===== config.mk =====
export PLATFORM = sky130hd
export DESIGN_NAME = opc_stage3_skid_reg
export DESIGN_NICKNAME = d
export VERILOG_FILES = /design/src/rtl/opc_stage_pkg.sv /design/src/rtl/opc_stall_counter.sv /design/src/rtl/opc_stage3_skid_reg.sv
export SDC_FILE = /design/constraint.sdc
export NUM_CORES = 1
export LEC_CHECK = 0
export ABC_AREA = 0
export ABC_CLOCK_PERIOD_IN_PS = 1600
export CORE_MARGIN = 2
export CORE_UTILIZATION = 46
export DETAILED_ROUTE_END_ITERATION = 8
export GPL_TIMING_DRIVEN = 0
export PLACE_DENSITY = 0.79
export SYNTH_ARGS = -nofsm -noshare
export SYNTH_HDL_FRONTEND = slang
export SYNTH_HIERARCHICAL = 1
export SYNTH_SLANG_ARGS = --single-unit

===== constraint.sdc =====
create_clock -name clk -period 1.6 [get_ports clk]
set_clock_uncertainty 0.1 [all_clocks]
set_input_delay 0.32 -clock clk [delete_from_list [all_inputs] [get_ports clk]]
set_output_delay 0.32 -clock clk [all_outputs]
set_load 0.02 [all_outputs]

===== src/rtl/opc_stage_pkg.sv =====
// Shared definitions for the opcode/control stage registers.
// Holds the word width, field positions, the bubble word and the
// common three-state occupancy enum used by every skid stage.
package opc_stage_pkg;

    // Opcode/control word width.
    localparam int OPC_W = 18;

    // Field positions inside the opcode/control word.
    localparam int OPC_OPCODE_MSB = 17;
    localparam int OPC_OPCODE_LSB = 12;
    localparam int OPC_DEST_MSB   = 11;
    localparam int OPC_DEST_LSB   = 7;
    localparam int OPC_FLAGS_MSB  = 6;
    localparam int OPC_FLAGS_LSB  = 0;
    localparam int OPC_REG_WRITE  = 0;

    // Word presented downstream when nothing valid is held.
    localparam logic [OPC_W-1:0] BUBBLE = 18'h00000;

    // Occupancy of a main + skid register pair.
    typedef enum logic [1:0] {
        EMPTY = 2'd0,
        ONE   = 2'd1,
        TWO   = 2'd2
    } stage_state_e;

endpackage


===== src/rtl/opc_stall_counter.sv =====
// Saturating stall-cycle counter.
// Counts cycles in which inc is high and sticks at all-ones.
// Cleared only by the asynchronous active-low reset.
module opc_stall_counter #(
    parameter int CNT_W = 16
) (
    input  logic             clk,
    input  logic             rst_n,
    input  logic             inc,
    output logic [CNT_W-1:0] cnt
);

    // Increment on each stalled cycle until the counter is full.
    always_ff @(posedge clk or negedge rst_n) begin
        if (!rst_n) begin
            cnt <= '0;
        end else if (inc && (cnt != '1)) begin
            cnt <= cnt + 1'b1;
        end
    end

endmodule


===== src/rtl/opc_stage3_skid_reg.sv =====
// Stage-3 to stage-4 opcode/control pipeline register.
// Valid/ready handshake with a one-entry skid buffer so a downstream
// stall never drops a word and in_ready never depends combinationally
// on out_ready. flush turns every held word into a bubble.
// Optional feature: define OPC_STAGE3_STALL_CNT_EN to add the
// saturating stall_cnt output (cycles with out_valid=1, out_ready=0).
module opc_stage3_skid_reg
    import opc_stage_pkg::*;
#(
    parameter int W = OPC_W
`ifdef OPC_STAGE3_STALL_CNT_EN
    ,
    parameter int CNT_W = 16
`endif
) (
    input  logic             clk,
    input  logic             rst_n,
    input  logic             flush,
    input  logic             in_valid,
    input  logic [W-1:0]     in_word,
    output logic             in_ready,
    output logic             out_valid,
    output logic [W-1:0]     out_word,
    input  logic             out_ready
`ifdef OPC_STAGE3_STALL_CNT_EN
    ,
    output logic [CNT_W-1:0] stall_cnt
`endif
);

    stage_state_e state, state_d;
    logic [W-1:0] main_q, main_d;
    logic [W-1:0] skid_q, skid_d;
    logic         in_ready_q;
    logic         accept;
    logic         drain;

    assign out_valid = (state != EMPTY);
    assign in_ready  = in_ready_q;
    assign accept    = in_valid & in_ready_q;
    assign drain     = out_valid & out_ready;

    // main is cleared whenever it empties, the gate only guarantees the bubble.
    assign out_word  = out_valid ? main_q : '0;

    // State, storage and the registered ready flag.
    always_ff @(posedge clk or negedge rst_n) begin
        if (!rst_n) begin
            state      <= EMPTY;
            main_q     <= '0;
            skid_q     <= '0;
            in_ready_q <= 1'b1;
        end else begin
            state      <= state_d;
            main_q     <= main_d;
            skid_q     <= skid_d;
            // in_ready is the decode of the next state, taken from a flop.
            in_ready_q <= (state_d != TWO);
        end
    end

    // Next-state and storage update; flush overrides every other event.
    always_comb begin
        state_d = state;
        main_d  = main_q;
        skid_d  = skid_q;
        if (flush) begin
            state_d = EMPTY;
            main_d  = '0;
            skid_d  = '0;
        end else begin
            case (state)
                EMPTY: begin
                    if (accept) begin
                        state_d = ONE;
                        main_d  = in_word;
                    end
                end
                ONE: begin
                    if (accept && drain) begin
                        main_d = in_word;
                    end else if (accept) begin
                        state_d = TWO;
                        skid_d  = in_word;
                    end else if (drain) begin
                        state_d = EMPTY;
                        main_d  = '0;
                    end
                end
                TWO: begin
                    if (drain) begin
                        state_d = ONE;
                        main_d  = skid_q;
                        skid_d  = '0;
                    end
                end
                default: begin
                    state_d = EMPTY;
                    main_d  = '0;
                    skid_d  = '0;
                end
            endcase
        end
    end

`ifdef OPC_STAGE3_STALL_CNT_EN
    opc_stall_counter #(
        .CNT_W (CNT_W)
    ) u_stall_cnt (
        .clk   (clk),
        .rst_n (rst_n),
        .inc   (out_valid & ~out_ready),
        .cnt   (stall_cnt)
    );
`endif

endmodule


==> flow_summary.ini <==
[outcome]
status = finished, violations left
violations = setup timing

[drt]
detail_route.wl_per_cell_um = 18.1
first_pass_iters = 4
drtAntennaViolNets = 0
drt-total-wl_um = 6060
viasPerCell = 5.84
drc = 0
vias = 1950
drt_iter0_drc = 189

[die]
design.die.area_um2 = 5180
num_rows = 24
die_x_um = 71.9
start_util_pct = 48.1
top_level_ports = 43
fp.dieH_um = 71.9
core_um2 = 4410

[layout]
syn_to_final_growth_pct = 44.9
finalNetCount = 304
fillers = 314
num_antenna_cells = 0
seqCellArea_um2 = 980
fin_area_um2 = 3080
finalNonFillerCells = 334
drive_above_1_share_pct = 32.3
multi_input_area_um2 = 1160

[placement]
place_hpwl_um = 3480
dp.cells = 307
gp_congestion = 0.793
io_buffers = 42
place_area_um2 = 2610

[yosys]
synth_compound_area_share_pct = 20.1
synth_seq_area_share_pct = 46.0
syn-num-nets = 236
syn_inst = 213
synth_area_um2 = 2120
yosys.area.top_type_share_pct = 44.8
synth_area_per_cell_um2 = 9.97
synthXorXnorAreaFrac_pct = 0.412
yosys_warnings = 6
synth_top_family_by_area = simple AND/OR/NAND/NOR gates
synthAdderAreaFrac_pct = 0
synth_top_area_cell = dfrtp_1
synth.area.mux_share_pct = 8.49
ys_types = 28
ys_ff_latch = 39
yosys.area_share.simple_pct = 20.2
synth_area_leaders = dfrtp_1 (45%), mux2i_1 (8.5%), a22o_1 (7.4%), nor2b_1 (6.2%), o21ai_0 (5.9%)

[power_and_ir_drop]
p_leak_nw = 1.33
vdd_drop_max_mv = 0.442
total_power_mw = 2.54
powerDensity_nw_per_um2 = 825

[setup_path]
crit_required_ns = 1.73
critical_path.max_fanout = 7
slowest_stage = dfstp_2
path_class = flip-flop to flip-flop
cp_common_cell = buf_6
slowest_delay_ns = 0.55
path_cells = buf_4 -> buf_6 -> buf_6 -> and3b_1 -> o22a_1 -> buf_8 -> buf_12 -> buf_16 -> nand3_1 -> o21ai_1
cp-start-kind = flip-flop
endpoint_kind = flip-flop
arrival_ns = 2.01

[sta]
timing.final.crit_period_ns = 1.88
worst_slack_ns = -0.276
maxClockFrequency_mhz = 533
maxSlewViolCount = 0
final_hold_viol_count = 0
finalCritPeriodShare_pct = 117
rsz0062_at_grt = true
setup_viol = 56
slew_headroom_pct = 42.7
tightest_slew_ns = 0.859

[clocking]
numCtsBuffers = 5
root_buffer = clkbuf_8
cts.path.max_buffers = 2
clkLatencyLatePin_ns = 0.30
clkTransAtPathRegs_ns = 0.08
cts.sinks = 39
cts_tree = yes
htreeDepth = 2

[global_route]
grt.busiest_layer = met2
grt_pass1_vias = 1834
use_met1_pct = 32.0
grt_remaining_overflow = 0
antenna_found_initial = 0
grt_max_degree = 40
grt_pass1_wl_um = 9430
met3_usage_pct = 4.31
grt_use_total_pct = 23.9
use_met2_pct = 39.5

[flow_run]
maxCapViolations = 0

[min_path]
hold_path_class = input port to asynchronous set/reset pin
## power breakdown
part | switching (mW) | internal (mW)
logic | 0.298 | 0.301
clock network | 0.360 | 0.505
registers | 0.0360 | 1.04
total | 0.694 | 1.85
## worst max-delay path: cells and delay by family, from the launching register on
family	cells	cell delay [ns]
compound gates	2	0.26
buf+inv	6	0.66
flops	1	0.55
simple gates	2	0.24
## per-layer routing
layer | routed length (µm) | part of all wire [%] | up-vias
met2 | 2990 | 49 | 87
met1 | 2550 | 42 | 946
met4 | 138 | 2.3 | 0
met5 | 0 | 0 | -
li1 | - | - | 905
met3 | 376 | 6.2 | 12
## sequential cells by signal, summed over array words and instances, names as in the netlist
name and cells:
main_q 18, skid_q 18, state 2, in_ready 1
## placed cells by master (no fill, tap or decap), types with 3 or more instances in the layout
| cell type | count |
|---|---|
| a22o_1 | 18 |
| o21ai_0 | 7 |
| dfrtp_1 | 36 |
| clkbuf_8 | 7 |
| clkbuf_1 | 3 |
| clkdlybuf4s50_1 | 19 |
| buf_8 | 4 |
| nor2b_1 | 19 |
| o21ai_1 | 13 |
| nand3_1 | 7 |
| mux2i_1 | 18 |
| buf_2 | 20 |
| buf_4 | 11 |
| nand3_2 | 12 |
| nand2b_1 | 19 |
| o21ai_2 | 5 |
| o2bb2ai_1 | 12 |
| nand2_1 | 7 |
| buf_6 | 14 |
## cells in the mapped netlist (all sizes together)
cell and n:
o2bb2ai 12, a211o 1, dfrtp 38, o22a 1
and3b 2, nand2 7, nand3 19, clkbuf 12
buf 7, nor2b 21, and4b 1, o21ai 25
dfstp 1, nand3b 1, nor2 2, a21oi 2
mux2i 18, a22o 18, inv 2, or3 1
nand2b 19, and4 1, xor2 1, o21a 1
## final timing paths
path | to | cells after the start | start | slack [ns]
max | skid_q[7] | 10 | in_ready | -0.28
min | skid_q[14] | 1 | rst_n | 0.03
max reg2reg | skid_q[7] | 10 | in_ready | -0.28
min reg2reg | main_q[12] | 1 | main_q[12] | 0.40
max in group asynchronous | state[1] | 1 | rst_n | 0.77
min in group clk | main_q[12] | 1 | main_q[12] | 0.40
## final cells by class
type	instances	area share (%)
inverter	2	0.244
multi-input combinational	153	37.8
tap	52	2.11
clock buffer	6	2.68
clock inverter	2	1.14
sequential	39	31.8
buffer	16	4.96
timing repair buffer	64	19.2
## metrics by stage
stage	utilization, %	setup WS (ns)	hold slack (ns)	TNS [ns]
global placement	59.2	-0.877	0.381	-64.09
CTS	66.3	-0.246	0.0586	-7.55
detailed placement	59.1	-0.928	0.381	-36.09
global route	69.7	-0.328	0.101	-13.57
floorplan	-	-0.267	-0.0756	-5.43
finish	69.7	-0.276	0.0309	-11.03
## kinds of logic (layout without fill, tap and decap cells)
logic type	count (synthesis)	count (layout)
muxes	18	18
buffers and inverters	21	90
DFF	39	39
and+or+nand+nor	74	74
AOI/OAI and AO/OA	60	60
xor gates and xnor gates	1	1
## what timing repair did
action                                  in CTS  in global routing
hold buffers                                 0                  0
endpoints found under the setup margin      56                 56
setup buffers                               13                  4
gates cloned                                 5                  1
pin swaps                                   20                  3
resized for setup                          136                 35
Power figures use the tool's default switching activity.
